--- src/rtl/tiny16_mem_pkg.sv ---
// tiny16_mem_pkg: shared widths, DMA state encoding and mode constants
package tiny16_mem_pkg;
    localparam int DEF_DATA_WIDTH = 16;
    localparam int DEF_ADDR_WIDTH = 16;
    localparam int DEF_MEM_SIZE   = 256;
    localparam logic MODE_COPY = 1'b0;
    localparam logic MODE_FILL = 1'b1;
    typedef enum logic [2:0] {IDLE, SRC, CAP, DST, WR, DONE} state_e;
endpackage

--- src/rtl/mem_dma_if.sv ---
// mem_dma_if: memory control bus between an initiator (master) and the memory (slave)
interface mem_dma_if #(
    parameter int DATA_WIDTH = tiny16_mem_pkg::DEF_DATA_WIDTH,
    parameter int ADDR_WIDTH = tiny16_mem_pkg::DEF_ADDR_WIDTH
);
    logic                  mem_addr_en;
    logic [ADDR_WIDTH-1:0] mem_addr;
    logic                  mem_in_en;
    logic [DATA_WIDTH-1:0] mem_in;
    logic                  mem_out_en;
    logic [DATA_WIDTH-1:0] mem_out;
    modport master (output mem_addr_en, mem_addr, mem_in_en, mem_in, mem_out_en, input mem_out);
    modport slave (input mem_addr_en, mem_addr, mem_in_en, mem_in, mem_out_en, output mem_out);
endinterface

--- src/rtl/mem_dma.sv ---
// mem_dma: block copy / block fill engine driving the shared memory bus
module mem_dma
    import tiny16_mem_pkg::*;
#(
    parameter int DATA_WIDTH = DEF_DATA_WIDTH,
    parameter int ADDR_WIDTH = DEF_ADDR_WIDTH,
    parameter int MEM_SIZE   = DEF_MEM_SIZE
) (
    input  logic                  clk,
    input  logic                  rst,
    input  logic                  start,
    input  logic                  mode,
    input  logic [ADDR_WIDTH-1:0] src,
    input  logic [ADDR_WIDTH-1:0] dst,
    input  logic [ADDR_WIDTH-1:0] len,
    output logic                  busy,
    output logic                  done,
    output logic                  error,
    mem_dma_if.master             bus
);
    localparam int SW = ADDR_WIDTH + 1;
    state_e state_q, state_d;
    logic [ADDR_WIDTH-1:0] sptr_q, sptr_d, dptr_q, dptr_d, cnt_q, cnt_d, step;
    logic [DATA_WIDTH-1:0] data_q, data_d;
    logic mode_q, mode_d, desc_q, desc_d, err_q, err_d;
    logic [SW-1:0] src_end, dst_end;
    logic accept, bad, desc;
    assign src_end = {1'b0, src} + {1'b0, len};
    assign dst_end = {1'b0, dst} + {1'b0, len};
    assign bad     = dst_end > SW'(MEM_SIZE) || (mode == MODE_COPY && src_end > SW'(MEM_SIZE));
    // overlapping copy with dst above src must run top-down to avoid clobbering unread words
    assign desc    = mode == MODE_COPY && src < dst && {1'b0, dst} < src_end;
    assign accept  = state_q == IDLE && start && !err_q;
    assign step    = desc_q ? '1 : ADDR_WIDTH'(1);
    always_ff @(posedge clk or posedge rst) begin
        if (rst) state_q <= IDLE;
        else     state_q <= state_d;
    end
    always_comb begin
        state_d = state_q;
        case (state_q)
            IDLE:    state_d = !accept || bad ? IDLE : len == '0 ? DONE : mode == MODE_FILL ? DST : SRC;
            SRC:     state_d = CAP;
            CAP:     state_d = WR;
            DST:     state_d = WR;
            WR:      state_d = cnt_q == ADDR_WIDTH'(1) ? DONE : mode_q == MODE_FILL ? DST : SRC;
            default: state_d = IDLE;
        endcase
    end
    always_ff @(posedge clk or posedge rst) begin
        if (rst) begin
            sptr_q <= '0;
            dptr_q <= '0;
            cnt_q  <= '0;
            data_q <= '0;
            mode_q <= 1'b0;
            desc_q <= 1'b0;
            err_q  <= 1'b0;
        end else begin
            sptr_q <= sptr_d;
            dptr_q <= dptr_d;
            cnt_q  <= cnt_d;
            data_q <= data_d;
            mode_q <= mode_d;
            desc_q <= desc_d;
            err_q  <= err_d;
        end
    end
    always_comb begin
        sptr_d = sptr_q;
        dptr_d = dptr_q;
        cnt_d  = cnt_q;
        data_d = data_q;
        mode_d = mode_q;
        desc_d = desc_q;
        err_d  = accept && bad;
        if (accept && !bad) begin
            mode_d = mode;
            desc_d = desc;
            cnt_d  = len;
            sptr_d = desc ? src_end[ADDR_WIDTH-1:0] - ADDR_WIDTH'(1) : src;
            dptr_d = desc ? dst_end[ADDR_WIDTH-1:0] - ADDR_WIDTH'(1) : dst;
            // fill value parks in the data register; fill never overwrites it
            data_d = mode == MODE_FILL ? DATA_WIDTH'(src) : data_q;
        end
        if (state_q == CAP) data_d = bus.mem_out;
        if (state_q == WR) begin
            cnt_d  = cnt_q - ADDR_WIDTH'(1);
            sptr_d = sptr_q + step;
            dptr_d = dptr_q + step;
        end
    end
    always_comb begin
        busy            = state_q inside {SRC, CAP, DST, WR};
        done            = state_q == DONE;
        error           = err_q;
        bus.mem_addr_en = state_q inside {SRC, CAP, DST};
        bus.mem_addr    = state_q == SRC ? sptr_q : state_q inside {CAP, DST} ? dptr_q : '0;
        bus.mem_in_en   = state_q == WR;
        bus.mem_in      = state_q == WR ? data_q : '0;
        bus.mem_out_en  = state_q == CAP;
    end
endmodule
--- src/flat_wrapper.sv ---
// flat-port wrapper written by rule: the top's interface ports become plain ports
module mem_dma_flat import tiny16_mem_pkg::*;
#(
    parameter int DATA_WIDTH = DEF_DATA_WIDTH,
    parameter int ADDR_WIDTH = DEF_ADDR_WIDTH,
    parameter int MEM_SIZE   = DEF_MEM_SIZE
)
  (clk, rst, start, mode, src, dst, len, busy, done, error, bus_mem_addr_en, bus_mem_addr, bus_mem_in_en, bus_mem_in, bus_mem_out_en, bus_mem_out);
  mem_dma_if #(.DATA_WIDTH(DATA_WIDTH), .ADDR_WIDTH(ADDR_WIDTH)) bus_i ();
  input  logic clk;
  input  logic rst;
  input  logic start;
  input  logic mode;
  input  logic [ADDR_WIDTH-1:0] src;
  input  logic [ADDR_WIDTH-1:0] dst;
  input  logic [ADDR_WIDTH-1:0] len;
  output logic busy;
  output logic done;
  output logic error;
  output wire logic [$bits(bus_i.mem_addr_en)-1:0] bus_mem_addr_en;
  output wire logic [$bits(bus_i.mem_addr)-1:0] bus_mem_addr;
  output wire logic [$bits(bus_i.mem_in_en)-1:0] bus_mem_in_en;
  output wire logic [$bits(bus_i.mem_in)-1:0] bus_mem_in;
  output wire logic [$bits(bus_i.mem_out_en)-1:0] bus_mem_out_en;
  input wire logic [$bits(bus_i.mem_out)-1:0] bus_mem_out;
  assign bus_mem_addr_en = bus_i.mem_addr_en;
  assign bus_mem_addr = bus_i.mem_addr;
  assign bus_mem_in_en = bus_i.mem_in_en;
  assign bus_mem_in = bus_i.mem_in;
  assign bus_mem_out_en = bus_i.mem_out_en;
  assign bus_i.mem_out = bus_mem_out;
  mem_dma #(.DATA_WIDTH(DATA_WIDTH), .ADDR_WIDTH(ADDR_WIDTH), .MEM_SIZE(MEM_SIZE)) u_core (.clk(clk), .rst(rst), .start(start), .mode(mode), .src(src), .dst(dst), .len(len), .busy(busy), .done(done), .error(error), .bus(bus_i));
endmodule
--- config.mk ---
export PLATFORM = sky130hd
export DESIGN_NAME = mem_dma_flat
export DESIGN_NICKNAME = d
export VERILOG_FILES = /design/src/rtl/tiny16_mem_pkg.sv /design/src/rtl/mem_dma_if.sv /design/src/rtl/mem_dma.sv /design/src/flat_wrapper.sv
export SDC_FILE = /design/constraint.sdc
export NUM_CORES = 1
export LEC_CHECK = 0
export ABC_AREA = 1
export BUFFER_PORTS_ARGS = -buffer_cell sky130_fd_sc_hd__buf_2
export CAP_MARGIN = 20
export CELL_PAD_IN_SITES_DETAIL_PLACEMENT = 1
export CELL_PAD_IN_SITES_GLOBAL_PLACEMENT = 1
export CORE_MARGIN = 8
export CORE_UTILIZATION = 30
export DETAILED_ROUTE_END_ITERATION = 12
export PLACE_DENSITY_LB_ADDON = 0.1
export REMOVE_ABC_BUFFERS = 1
export SYNTH_ARGS = -nofsm -noshare
export SYNTH_HDL_FRONTEND = slang
export SYNTH_SLANG_ARGS = --single-unit
--- constraint.sdc ---
create_clock -name clk -period 6.9 [get_ports clk]
set_clock_uncertainty 0.2 [all_clocks]
set_input_delay 0.345 -clock clk [delete_from_list [all_inputs] [get_ports clk]]
set_output_delay 0.345 -clock clk [all_outputs]
set_load 0.02 [all_outputs]
==> results.json, run 1 <==
{
  "synth-edff-count": 0,
  "crit_cells": 26,
  "diodes": 0,
  "rsz0062_at_grt": "no",
  "pre_cts_ws_ps": 1960,
  "final_max_slew_viol_count": 0,
  "tightest_slew_ps": 961,
  "crit_type": "primary input to flop",
  "grt_antenna_before_repair": 1,
  "cp_slowest_cell": "nand3_2",
  "holdPathStages": 5,
  "critical_path_required_ps": 6920,
  "drc": 0,
  "top_layer": "met5",
  "drive_gt1_share_pct": 9.64,
  "wl_per_cell_um": 18.4,
  "clock_latency_ps": 360,
  "power_density_mw_per_mm2": 137,
  "startpoint_type": "primary input",
  "async_flop_share_pct": 100,
  "grt-ovfl-total": 0,
  "grt_max_degree": 69,
  "min_period_over_period_pct": 64.4,
  "cts_resized": 0,
  "slowest_delay_ps": 650,
  "ir_drop_v": 0.000120,
  "final_hold_viol_count": 0,
  "period_minus_slack_ps": 4450,
  "core-area_sq_mm": 0.0305,
  "htreeDepth": 3,
  "synth.distinct_cells": 43,
  "hpwlAfterDp_um": 31500,
  "fp-row-count": 64,
  "cts.reportedPaths.clkPinSlew_ps": 60,
  "ys.flop_type": "dfrtp_1",
  "routed_wl_um": 37900,
  "area_growth_pct": 12.8,
  "crit_top_cell": "nand2_1",
  "via_per_inst": 4.91,
  "maxCapViolations": 0,
  "setup_viol_count_final": 0,
  "vias": 10100,
  "die-width_um": 192,
  "io_buffers": 105,
  "clockRootBuffer": "clkbuf_16",
  "first_iter_violations": 484,
  "min_path_type": "primary input to flop",
  "clock_sinks": 70,
  "die_h_um": 192,
  "synthesis.area_sq_mm": 0.00928,
  "cts_max_path_buffers": 2,
  "wl_met1_um": 19000,
  "setup_total_negative_slack_ps": 0,
  "initial_core_util_pct": 30.4,
  "cts_buffers": 9,
  "avgSynthCellArea_sq_um": 5.89,
  "cp_max_fo": 36,
  "p_leak_uw": 0.00586,
  "yosys_warnings": 0,
  "ant_nets": 0,
  "status": "finished clean",
  "power_uw": 1430,
  "dr_wl_met2_um": 17100,
  "fin_nets": 1830,
  "boundaryPins": 106,
  "grt_first_pass_wirelength_um": 59800,
  "syn_inst": 1575,
  "globalplace.congestion": 0.867,
  "drt_first_pass_iters": 5,
  "ys_ff_latch": 70,
  "grt_pass1_vias": 10400,
  "cp_top_family": "simple AND/OR/NAND/NOR gates",
  "cts_tree": "built",
  "crit_buf_inv": 4,
  "r2r_cells": 9,
  "fmax_mhz": 225,
  "relSlewSlack_pct": 35.7,
  "crit_arrival_ps": 4460,
  "grtUsageTotal_pct": 21.0,
  "die-area_sq_mm": 0.0368,
  "cp-end-kind": "flop",
  "worst_slack_ps": 2450,
  "met3_length_um": 1160,
  "fin_util_pct": 34.3,
  "yosysSeqAreaShare_pct": 18.9
}
## worst min-delay path: stages
cell and delay [ps]:
buf_2 70, nand2_1 40, nand2_1 60, nand3_1 70, nand2_1 60
## kinds of logic (layout without fill, tap and decap cells)
group           after synthesis  after routing  share of synthesized area (%)
flops                        70             70                           18.9
compound gates              172            172                           9.99
xor+xnor                     41             41                           3.95
simple gates                926            926                           42.1
fa+ha+maj                    96             96                           13.3
buf+inv                     270            365                           11.8
## sequential cells by signal, summed over array words and instances (netlist names)
register and cells:
u_core.cnt_q 16, u_core.data_q 16, u_core.desc_q 1, u_core.dptr_q 16
u_core.error 1, u_core.mode_q 1, u_core.sptr_q 16, u_core.state_q 3
## final timing paths
kind	slack, ps	start	end
min reg2reg	270	u_core.data_q[7]	u_core.data_q[7]
max in group asynchronous	5060	rst	u_core.cnt_q[5]
max reg2reg	3230	u_core.state_q[2]	u_core.data_q[6]
min in group asynchronous	320	rst	u_core.data_q[0]
min	120	bus_mem_out[0]	u_core.data_q[0]
max	2450	len[0]	u_core.dptr_q[13]
## synth_stat cells (2+ instances only)
master,instances,area [sq um]
nor3_1,10,50.1
buf_2,4,20.0
or2_2,4,25.0
nand2_4,3,33.8
fa_1,4,80.1
buf_1,2,7.51
a21boi_0,5,37.5
buf_4,5,37.5
inv_2,2,7.51
nor2_2,6,37.5
buf_6,7,78.8
o22ai_1,3,18.8
o21a_1,4,30.0
nand3_2,2,20.0
a21oi_1,78,390
nor2_1,106,398
xnor2_1,12,105
nand2_1,583,2190
clkbuf_1,15,56.3
ha_1,92,1150
o21bai_1,4,30.0
nor4_1,4,25.0
o31ai_1,3,22.5
a31oi_1,2,12.5
nand3b_1,11,82.6
nand3_1,155,776
dfrtp_1,70,1750
nand2_2,11,68.8
inv_1,233,875
o21ai_0,67,335
and2_1,7,43.8
o2111ai_1,2,17.5
nand4_1,22,138
xor2_1,28,245
## through the flow
| step | hold WS [ps] | instances | instance area [sq um] |
|---|---|---|---|
| 2_1_floorplan | 242 | 1542 | 9080 |
| 3_3_place_gp | 148 | 2049 | 10100 |
| 3_5_place_dp | 156 | 2049 | 10100 |
| 4_1_cts | 119 | 2065 | 10500 |
| 5_1_grt | 143 | 2066 | 10500 |
| 6_report | 123 | 2066 | 10500 |
## placed cells by master, fill, tap and decap left out, drive strengths merged
cell type	n
a2111oi	1
a211oi	1
a21boi	5
a21o	1
a21oi	79
a31oi	2
and2	7
and3	1
buf	112
bufinv	1
clkbuf	11
clkinv	3
clkinvlp	1
dfrtp	70
dlygate4sd3	1
fa	4
ha	92
inv	236
nand2	597
nand3	158
nand3b	11
nand4	22
nor2	112
nor3	10
nor4	4
o2111ai	2
o21a	4
o21ai	67
o21bai	4
o22ai	3
o31ai	3
or2	4
xnor2	12
xor2	29
## layer usage
metal | global-route usage (%) | vias to the layer above
li1 | - | 5183
met1 | 29.3 | 4790
met2 | 33.7 | 136
met3 | 2.41 | 33
met4 | 5.27 | 2
met5 | 0 | -
## cell type report
cell class / instances / area [sq um]
Timing Repair Buffer: 113 / 596
Tap cell: 396 / 495
Fill cell: 4137 / 20000
Clock inverter: 4 / 47.5
Multi-Input combinational cell: 1235 / 6440
Inverter: 237 / 892
Sequential cell: 70 / 1750
Clock buffer: 11 / 243
## power breakdown
part | leakage [uW] | internal, uW | switching (uW) | total, uW
logic | 0.00492 | 165 | 357 | 522
registers | 0.000797 | 422 | 9.70 | 431
clock network | 0.000141 | 287 | 192 | 478
## repair_timing
item | 4_1_cts | 5_1_grt
setup buffers | 0 | 0
hold buffers | 1 | 0
hold endpoints to repair | 16 | 0
(Power assumes the default switching activity.)
==> run 2: changes to the inputs <==
--- a/config.mk
+++ b/config.mk
@@ -5,7 +5,7 @@
 export SDC_FILE = /design/constraint.sdc
 export NUM_CORES = 1
 export LEC_CHECK = 0
-export ABC_AREA = 1
+export ABC_AREA = 0
 export BUFFER_PORTS_ARGS = -buffer_cell sky130_fd_sc_hd__buf_2
 export CAP_MARGIN = 20
 export CELL_PAD_IN_SITES_DETAIL_PLACEMENT = 1
==> constraint.sdc (replaced) <==
create_clock -name clk -period 3.8 [get_ports clk]
set_clock_uncertainty 0.2 [all_clocks]
set_input_delay 0.19 -clock clk [delete_from_list [all_inputs] [get_ports clk]]
set_output_delay 0.19 -clock clk [all_outputs]
set_load 0.02 [all_outputs]
==> results.json, run 2 <==
{
  "status": "finished, violations left",
  "violations": "negative setup slack",
  "fin_util_pct": 42.6,
  "cp_max_fo": 8,
  "cts_max_path_buffers": 2,
  "globalplace.congestion": 0.873,
  "num-fill-cells": 3279,
  "hpwlAfterDp_um": 28500,
  "dr_wl_met2_um": 17300,
  "final_hold_viol_count": 0,
  "clockRootBuffer": "clkbuf_16",
  "yosysTopAreaCell": "dfrtp_1",
  "cts_buffers": 9,
  "worst_slack_ps": -190,
  "synth_most_common_cell": "ha_1",
  "p_leak_uw": 0.00535,
  "cp_slowest_cell": "fa_2",
  "core-area_sq_mm": 0.0275,
  "avgSynthCellArea_sq_um": 8.11,
  "fin_nets": 1486,
  "synth-edff-count": 0,
  "setup_total_negative_slack_ps": -3880,
  "drt_first_pass_iters": 5,
  "die-width_um": 182,
  "power_density_mw_per_mm2": 260,
  "ir_drop_v": 0.000181,
  "grt_pass1_vias": 9529,
  "setup_viol_count_final": 32,
  "synthTopCellsByArea": "dfrtp_1, ha_1, mux2i_1, o21ai_0, nand2_1",
  "fmax_mhz": 251,
  "htreeDepth": 3,
  "crit_arrival_ps": 4010,
  "startpoint_type": "primary input",
  "grt_antenna_before_repair": 0,
  "synth.distinct_cells": 81,
  "cp-startpoint": "len[0]",
  "tightest_slew_ps": 971,
  "crit_type": "primary input to flop",
  "synth_common_cells": "ha_1, nand2_1, nor2_1, dfrtp_1, o21ai_0",
  "vias": 9036,
  "worstPathCellList": "buf_8, ha_4, inv_2, fa_2, nand2b_4, a21oi_4, a2111oi_4, buf_4, o31ai_4, buf_6, xor2_4, inv_2, ha_1, a21o_1, a21oi_1, o21ai_1, maj3_2, a221oi_4, buf_4, buf_12, buf_12, mux2i_2, o211ai_1",
  "routed_wl_um": 35300,
  "via_per_inst": 5.40,
  "slowest_delay_ps": 350,
  "top_layer": "met4",
  "fp-row-count": 61,
  "min_period_over_period_pct": 105,
  "grtUsageTotal_pct": 21.2,
  "async_flop_share_pct": 100,
  "drive_gt1_share_pct": 31.0,
  "mostFrequentLayoutCells": "buf_4, buf_2, ha_1, nand2_1, nor2_1",
  "yosys_warnings": 0,
  "crit_buf_inv": 8,
  "ant_nets": 0,
  "synthesis.area_sq_mm": 0.00830,
  "final_max_slew_viol_count": 0,
  "synth.top_cell.area_share_pct": 21.1,
  "clock_latency_ps": 350,
  "wl_per_cell_um": 21.1,
  "period_minus_slack_ps": 3990,
  "reg2reg_from": "u_core.desc_q",
  "diodes": 0,
  "ys.flop_type": "dfrtp_1",
  "min_path_type": "primary input to flop",
  "initial_core_util_pct": 30.2,
  "clock_sinks": 70,
  "grt_first_pass_wirelength_um": 54800,
  "critical_path_required_ps": 3820,
  "ys_ff_latch": 70,
  "drc": 0,
  "finalNonFillerCells": 1673,
  "boundaryPins": 106,
  "rsz0062_at_grt": "yes",
  "cp-end-kind": "flop",
  "layout_commonest_cell": "buf_4",
  "io_buffers": 105,
  "cts.reportedPaths.clkPinSlew_ps": 60,
  "numPlacedInstances": 1613,
  "cp_top_family": "compound AO/OA/AOI/OAI gates",
  "maxCapViolations": 0,
  "die-area_sq_mm": 0.0332,
  "die_h_um": 182,
  "cts_tree": "built",
  "area_growth_pct": 41.1,
  "grt_max_degree": 53,
  "yosysSeqAreaShare_pct": 21.1,
  "wl_met1_um": 16900,
  "relSlewSlack_pct": 35.2,
  "first_iter_violations": 427,
  "met3_length_um": 906,
  "min_from": "len[11]",
  "grt-ovfl-total": 0,
  "syn_inst": 1023
}
[run 2: area by class of cell]
cell class              count  area (sq um)  area share [%]
clock inverters             7          98.8           0.844
flip-flops and latches     70          1750            15.0
well taps                 346           433            3.70
inverters                  53           199            1.70
multi-input cells         859          6600            56.3
repair buffers            329          2400            20.5
clock buffers               9           225            1.92
[run 2: layer usage]
layer	track usage, %	vias to the layer above
met3	2.13	15
met1	27.8	4477
li1	-	4414
met5	0	-
met2	37.2	130
met4	4.13	0
[run 2: worst paths after layout]
check | slack, ps | endpoint | cells after the start
worst max-delay path | -190 | u_core.sptr_q[14] | 23
worst min-delay path | 20 | u_core.cnt_q[11] | 4
worst max register to register | 440 | u_core.sptr_q[15] | 12
worst min register to register | 280 | u_core.mode_q | 1
max in group asynchronous | 2130 | u_core.data_q[15] | 4
min in group asynchronous | 420 | u_core.data_q[4] | 3
[run 2: where the power goes]
part           total (uW)  switching, uW  internal (uW)
sequential            758           4.12            754
clock                 947            370            577
combinational        1340            687            656
total                3050           1060           1990
[run 2: cell families (layout without fill, tap and decap cells)]
group,Yosys count,in the layout,synth area share (%)
multiplexers,52,52,6.32
XOR/XNOR,68,68,7.18
AND/OR/NAND/NOR,344,344,21.0
flip-flops,70,70,21.1
adder cells (fa/ha/maj),97,97,15.0
buffers and inverters,94,398,4.80
AO/OA/AOI/OAI,298,298,24.7
[run 2: tightest hold or removal path: cells and delay by family]
kind | cells | cell delay (ps)
buf+inv | 2 | 230
simple gates | 2 | 120
[run 2: stage by stage]
stage	setup WS, ps	instance area (sq um)	power [uW]	hold WS (ps)
final	-190	11700	3050	15.9
after global routing	-431	11700	3210	33.4
after CTS	-322	11300	2980	5.73
after detailed placement	-951	10500	1920	201
after global placement	-869	10500	1900	194
after floorplan	-1430	8100	1350	107
[run 2: what timing repair did]
| item | CTS | global route |
|---|---|---|
| hold endpoints to repair | 61 | 0 |
| hold buffers | 22 | 0 |
| setup buffers | 9 | 13 |
| resized for setup | 44 | 64 |
| cloned | 1 | 1 |
| endpoints found under the setup margin | 47 | 46 |
| pin swaps | 24 | 38 |
